## config.mk

```make
export PLATFORM = sky130hd
export DESIGN_NAME = crc
export DESIGN_NICKNAME = d
export VERILOG_FILES = /design/src/rtl/crc_pkg.sv /design/src/rtl/crc_byte_step.sv /design/src/rtl/crc.sv
export SDC_FILE = /design/constraint.sdc
export NUM_CORES = 1
export LEC_CHECK = 0
export BUFFER_PORTS_ARGS = -buffer_cell sky130_fd_sc_hd__buf_2
export CAP_MARGIN = 5
export CORE_ASPECT_RATIO = 0.9
export CORE_MARGIN = 2
export CORE_UTILIZATION = 49
export CTS_BUF_LIST = sky130_fd_sc_hd__clkbuf_8
export DETAILED_ROUTE_END_ITERATION = 8
export PLACE_DENSITY = 0.71
export SLEW_MARGIN = 25
export SYNTH_ARGS = -nofsm -noshare
export SYNTH_HDL_FRONTEND = slang
export SYNTH_SLANG_ARGS = --single-unit
```

## constraint.sdc

```tcl
create_clock -name clk -period 3 [get_ports clk]
set_input_delay 0.75 -clock clk [delete_from_list [all_inputs] [get_ports clk]]
set_output_delay 0.75 -clock clk [all_outputs]
set_load 0.05 [all_outputs]
```

## src/rtl/crc_pkg.sv

```systemverilog
// Shared CRC constants (CRC-32 defaults) and a bit-reverse helper.
package crc_pkg;

  localparam logic [31:0] CRC32_POLY   = 32'h04C11DB7;
  localparam logic [31:0] CRC32_INIT   = 32'hFFFFFFFF;
  localparam logic [31:0] CRC32_XOROUT = 32'hFFFFFFFF;
  localparam int          MAX_WIDTH    = 64;

  // Reverses the low 'width' bits of value; bits above 'width' come back zero.
  function automatic logic [63:0] bit_rev(input logic [63:0] value, input int width);
    logic [63:0] src;
    logic [63:0] res;
    src = value;
    res = '0;
    for (int i = 0; i < MAX_WIDTH; i++) begin
      if (i < width) begin
        res = {res[62:0], src[0]};
        src = src >> 1;
      end
    end
    return res;
  endfunction

endpackage

```

## src/rtl/crc_byte_step.sv

```systemverilog
// Combinational single-byte CRC advance: eight MSB-first shift/XOR steps.
module crc_byte_step
  import crc_pkg::*;
#(
  parameter int               WIDTH = 32,
  parameter logic [WIDTH-1:0] POLY  = WIDTH'(CRC32_POLY),
  parameter bit               REFIN = 1'b1
) (
  input  logic [WIDTH-1:0] state,
  input  logic [7:0]       data,
  output logic [WIDTH-1:0] next_state
);

  logic [WIDTH-1:0] acc;
  logic [7:0]       bits;
  logic             feedback;

  // Reflected input is handled by reversing the byte, so the register itself stays in normal form.
  always_comb begin
    bits     = REFIN ? 8'(bit_rev(64'(data), 8)) : data;
    acc      = state;
    feedback = 1'b0;
    for (int i = 0; i < 8; i++) begin
      feedback = acc[WIDTH-1] ^ bits[7];
      bits     = {bits[6:0], 1'b0};
      acc      = {acc[WIDTH-2:0], 1'b0};
      if (feedback) acc = acc ^ POLY;
    end
    next_state = acc;
  end

endmodule

```

## src/rtl/crc.sv

```systemverilog
// Byte-wide streaming CRC with message framing via din_last and a one-cycle crc_valid pulse.
module crc
  import crc_pkg::*;
#(
  parameter int               WIDTH  = 32,
  parameter logic [WIDTH-1:0] POLY   = WIDTH'(CRC32_POLY),
  parameter logic [WIDTH-1:0] INIT   = WIDTH'(CRC32_INIT),
  parameter logic [WIDTH-1:0] XOROUT = WIDTH'(CRC32_XOROUT),
  parameter bit               REFIN  = 1'b1,
  parameter bit               REFOUT = 1'b1
) (
  input  logic             clk,
  input  logic             rst,
  input  logic             clear,
  input  logic             din_valid,
  input  logic [7:0]       din,
  input  logic             din_last,
  output logic [WIDTH-1:0] crc_out,
  output logic             crc_valid
);

  logic [WIDTH-1:0] state_q;
  logic [WIDTH-1:0] base;
  logic [WIDTH-1:0] stepped;

  // The finished message's register is still visible during the crc_valid cycle;
  // anything absorbed in that cycle starts from INIT instead.
  always_comb begin
    base = (clear || crc_valid) ? INIT : state_q;
  end

  crc_byte_step #(
    .WIDTH (WIDTH),
    .POLY  (POLY),
    .REFIN (REFIN)
  ) u_step (
    .state      (base),
    .data       (din),
    .next_state (stepped)
  );

  always_ff @(posedge clk) begin
    if (rst) begin
      state_q   <= INIT;
      crc_valid <= 1'b0;
    end else begin
      state_q   <= din_valid ? stepped : base;
      crc_valid <= din_valid & din_last;
    end
  end

  always_comb begin
    crc_out = (REFOUT ? WIDTH'(bit_rev(64'(state_q), WIDTH)) : state_q) ^ XOROUT;
  end

endmodule

```

Word-level counts from Yosys, hierarchy flattened
Cells that the tools add are included.
{"block": "classes", "n_mux": 10, "bitwise_logic": 18, "reduce_logical": 1}
{"operator": "$mux W27", "n": 8}
{"operator": "$not A14 Y14", "n": 8}
{"operator": "$mux W32", "n": 2}
{"operator": "$not A32 Y32", "n": 1}
{"operator": "$xor A1 B1 Y1", "n": 8}
{"operator": "$and A1 B1 Y1", "n": 1}
{"operator": "$logic_or A1 B1 Y1", "n": 1}
{"block": "word_totals", "reg_bits": 33, "in_bits": 13, "output_inout_bits": 33, "word_cells": 31}

Longest topological paths before layout
{"block": "depth", "word_depth": 19, "mapped_depth": 8, "depth_no_buf": 6}

Cells and area by module
From an unflattened synthesis, not the netlist that was laid out.
{"block": "hier_totals", "hier_cells": 290, "hier_area_um2": 2607.5}
{"module": "crc", "instances": 1, "cells_each": 219, "area_per_inst_um2": 1855.5}
{"module": "crc_byte_step", "instances": 1, "cells_each": 71, "area_per_inst_um2": 752.0}

Worst setup path after synthesis
No wires, ideal clock.
{"block": "synth_timing", "path_kind": "input-to-reg", "from": "input clear", "to": "register state_q[4]", "setup_time_ns": 0.120, "arrival_time_ns": 2.282, "required_time_ns": 2.880, "setup_slack_ns": 0.598, "path_stages": 8, "n_path_buf": 2, "path_cell_list": "or2_1 > buf_6 > or3_4 > and2_1 > buf_6 > xnor3_1 > a21oi_1 > or2_1"}
{"block": "synth_between", "elab_chain_len": 12, "word_cells_on_any_way": 19, "classes_between": "mux: 9; bitwise: 9; reduce/logical: 1"}
{"item": "start, declared", "line_no": "crc.sv:14", "rtl": "input logic clear,"}
{"item": "$logic_or A1 B1 Y1 *", "line_no": "crc.sv:29", "rtl": "base = (clear || crc_valid) ? INIT : state_q;"}
{"item": "$mux W32 *", "line_no": "crc.sv:29"}
{"item": "$xor A1 B1 Y1", "line_no": "crc_byte_step.sv:24", "rtl": "feedback = acc[WIDTH-1] ^ bits[7];"}
{"item": "$mux W27", "line_no": "crc_byte_step.sv:27", "rtl": "if (feedback) acc = acc ^ POLY;"}
{"item": "$not A14 Y14 (no line)"}
{"item": "$mux W27", "line_no": "crc_byte_step.sv:27"}
{"item": "$not A14 Y14 (no line)"}
{"item": "$mux W27 (2 in series)", "line_no": "crc_byte_step.sv:27"}
{"item": "$not A14 Y14 (no line)"}
{"item": "$mux W27", "line_no": "crc_byte_step.sv:27"}
{"item": "$mux W32 *", "line_no": "crc.sv:47", "rtl": "state_q <= din_valid ? stepped : base;"}
{"item": "end signal, assigned", "line_no": "crc.sv:47"}
{"item": "end, declared", "line_no": "crc.sv:22", "rtl": "logic [WIDTH-1:0] state_q;"}
Mark *: on every way between the ends. The rest lies on a longest branch, timed or not.
A chain may end at the register's enable or synchronous reset.

Worst setup path in the final report
{"block": "layout_timing", "from": "input clear", "to": "register state_q[2]"}
{"block": "layout_between", "elab_chain_len": 9, "word_cells_on_any_way": 17, "classes_between": "mux: 7; bitwise: 9; reduce/logical: 1"}
{"item": "$logic_or A1 B1 Y1 *", "line_no": "crc.sv:29"}
{"item": "$mux W32 *", "line_no": "crc.sv:29"}
{"item": "$xor A1 B1 Y1 or $not A14 Y14 (tied branches)"}
{"item": "$mux W27", "line_no": "crc_byte_step.sv:27"}
{"item": "$xor A1 B1 Y1 or $not A14 Y14 (tied branches)"}
{"item": "$mux W27", "line_no": "crc_byte_step.sv:27"}
{"item": "$not A14 Y14 (no line)"}
{"item": "$mux W27", "line_no": "crc_byte_step.sv:27"}
{"item": "$mux W32 *", "line_no": "crc.sv:47"}
Marks and branches as above.

==> results.sh <==
export IMPL_status="finished, final reports clean"
export IMPL_grt_start_max_net_pins=45
export IMPL_start_kind="primary input"
export IMPL_dr_pass1_iters=4
export IMPL_grt_pass1_wl_mm=11.7
export IMPL_synth_ff_type="dfxtp_1"
export IMPL_yosys_top_cells_area="dfxtp_1, xnor2_1, xnor3_1, xor2_1, nor2_1"
export IMPL_rrSetupSlack_ps=750
export IMPL_clk_latency_ps=290
export IMPL_ant_nets=0
export IMPL_fin_skew_ps=10.1
export IMPL_n_antenna_cell=0
export IMPL_hold_path_depth=2
export IMPL_pin_count=46
export IMPL_async_flop_share_pct=0
export IMPL_setup_tns_ps=0
export IMPL_route_detailed_drc=0
export IMPL_place_gp_congestion=0.915
export IMPL_cts_buffers=5
export IMPL_hp_start="state_q[11]"
export IMPL_ys_ff_latch=33
export IMPL_r2r_start="state_q[24]"
export IMPL_synth_compound_area_share_pct=11.6
export IMPL_synth_area_mux_share_pct=0.357
export IMPL_vdd_drop_max_mv=0.352
export IMPL_synth_top_area_share_pct=23.6
export IMPL_synth_seq_area_share_pct=23.6
export IMPL_syn2layout_area_growth_pct=11.1
export IMPL_portBuffers=45
export IMPL_dp_slack_ps=337
export IMPL_setup_ws_ps=622
export IMPL_synth_simple_gate_area_share_pct=20.8
export IMPL_syn_instance_count=353
export IMPL_clkSinkCount=33
export IMPL_rows=26
export IMPL_routed_wl_mm=7.23
export IMPL_root_buffer="clkbuf_8"
export IMPL_syn_nets=366
export IMPL_post_cts_buffers=0
export IMPL_htree_levels=2
export IMPL_antenna_found_initial=0
export IMPL_layout_common_cells="xnor2_1, buf_2, nor2_1, dfxtp_1, inv_1"
export IMPL_end_kind="flip-flop"
export IMPL_nNetsFinal=394
export IMPL_synth_edf_count=0
export IMPL_grt_ovfl_total=0
export IMPL_timing_rr_end="state_q[2]"
export IMPL_first_iter_violations=156
export IMPL_core_mm2=0.00560
export IMPL_finalSetupViolCount=0
export IMPL_crit_arrival_ps=2550
export IMPL_ys_warn_count=0
export IMPL_synth_cell_types=42
export IMPL_min_to="state_q[11]"
export IMPL_max_freq_mhz=421
export IMPL_reg2reg_depth=6
export IMPL_die_area_mm2=0.00634
export IMPL_startpoint="clear"
export IMPL_vias=2381
export IMPL_yosysTopAreaCell="dfxtp_1"
export IMPL_cts_clk_slew_worst_paths_ps=70
export IMPL_drv_cap=0
export IMPL_dieWidth_um=83.7
export IMPL_syn_avg_cell_area_um2=7.94
export IMPL_cts_tree="yes"
export IMPL_cellLeakagePower_nw=1.54
export IMPL_grt_pass1_vias=2169
export IMPL_hold_path_class="flip-flop to flip-flop"
export IMPL_fin_crit_sh_pct=79.3
export IMPL_grtUsageTotal_pct=23.9
export IMPL_postCtsHoldBufs=0
export IMPL_p_per_area_mw_per_mm2=649
export IMPL_cts_path_max_buffers=2
export IMPL_drive_gt1_share_pct=21.2
export IMPL_crit_path_max_fanout=7
export IMPL_tightest_slew_ps=565
export IMPL_synth_fa_ha_area_share_pct=0
export IMPL_syn_area_mm2=0.00280
export IMPL_worst_ep_required_time_ps=3170
export IMPL_viasPerCell=5.27
export IMPL_crit_type="primary input to flip-flop"
export IMPL_synth_xor_area_share_pct=33.9
export IMPL_cts_repair_resized=0
export IMPL_rsz0062_at_grt="no"
export IMPL_slew_headroom_pct=62.3
export IMPL_place_hpwl_mm=5.28
export IMPL_synth_top_family_by_area="XOR/XNOR gates"
export IMPL_initial_core_util_pct=50.1
export IMPL_die_h_um=75.7
export IMPL_mostFrequentLayoutCell="xnor2_1"
export IMPL_p_total_w=0.00202
export IMPL_slew_violations=0
export IMPL_fin_crit_ps=2380
export IMPL_finalHoldViolations=0
export IMPL_wl_per_cell_um=16.0
## cell type report
| class | count | area (um^2) |
|---|---|---|
| Fill cell | 531 | 2480 |
| Multi-Input combinational cell | 257 | 1870 |
| Sequential cell | 33 | 661 |
| Timing Repair Buffer | 51 | 270 |
| Inverter | 33 | 124 |
| Clock buffer | 7 | 96.3 |
| Tap cell | 70 | 87.6 |
| Clock inverter | 1 | 5.00 |
## kinds of logic after synthesis
family / Yosys count
AND/OR/NAND/NOR: 116
multiplexers: 1
flip-flops: 33
AO/OA/AOI/OAI: 52
XOR/XNOR: 88
buffers and inverters: 63
## cell usage after synthesis, types with 3 or more instances
cell      count
o211ai_1      5
nor2_1       36
xor2_1       22
or2_2        16
nand2_1      13
nand3_1       4
o21ai_0       4
inv_1        32
nand2b_1      4
xnor2_1      53
xnor3_1      12
a211o_1       3
dfxtp_1      33
or2_1         5
nor3_1       27
clkbuf_1     12
buf_2        13
a211oi_1      5
a21oi_1      25
## report_power, final
part / internal, W / switching [W] / total [W]
clock network: 0.000208 / 0.000171 / 0.000379
registers: 0.000503 / 0.0000858 / 0.000589
logic: 0.000442 / 0.000608 / 0.00105
## worst max path at each step
stage            endpoint  slack (ps)  cells after the start
5_1_grt        state_q[4]         450                      7
3_3_place_gp   state_q[2]         380                      7
3_5_place_dp   state_q[2]         340                      7
2_1_floorplan  state_q[4]         600                      8
6_report       state_q[2]         620                      7
4_1_cts        state_q[2]         640                      7
## sequential cells by signal, summed over array words and instances (netlist names)
signal     cells
crc_valid      1
state_q       32
## worst max-delay path: stages
cell	delay, ps
buf_2	130
or2_1	280
or3_4	430
and2_1	330
xor2_1	260
a21oi_1	90
or2_2	280
## layer usage
| layer | vias up | global-route usage [%] | wire length (um) | share of wire [%] |
|---|---|---|---|---|
| met5 | - | 0 | 0 | 0 |
| met4 | 0 | 6.99 | 97 | 1.3 |
| met3 | 10 | 4.33 | 464 | 6.4 |
| met2 | 84 | 38.3 | 3270 | 45 |
| met1 | 1099 | 33.5 | 3400 | 47 |
| li1 | 1188 | - | - | - |
## metrics by stage
step | hold slack (ps) | utilization [%] | cells | cell area, um^2
global placement | 484 | 53.8 | 444 | 3010
floorplan | 469 | - | 353 | 2800
detailed placement | 502 | 53.8 | 444 | 3010
global route | 566 | 55.6 | 452 | 3110
CTS | 538 | 55.6 | 452 | 3110
finish | 536 | 55.6 | 452 | 3110
(Power assumes the default switching activity.)
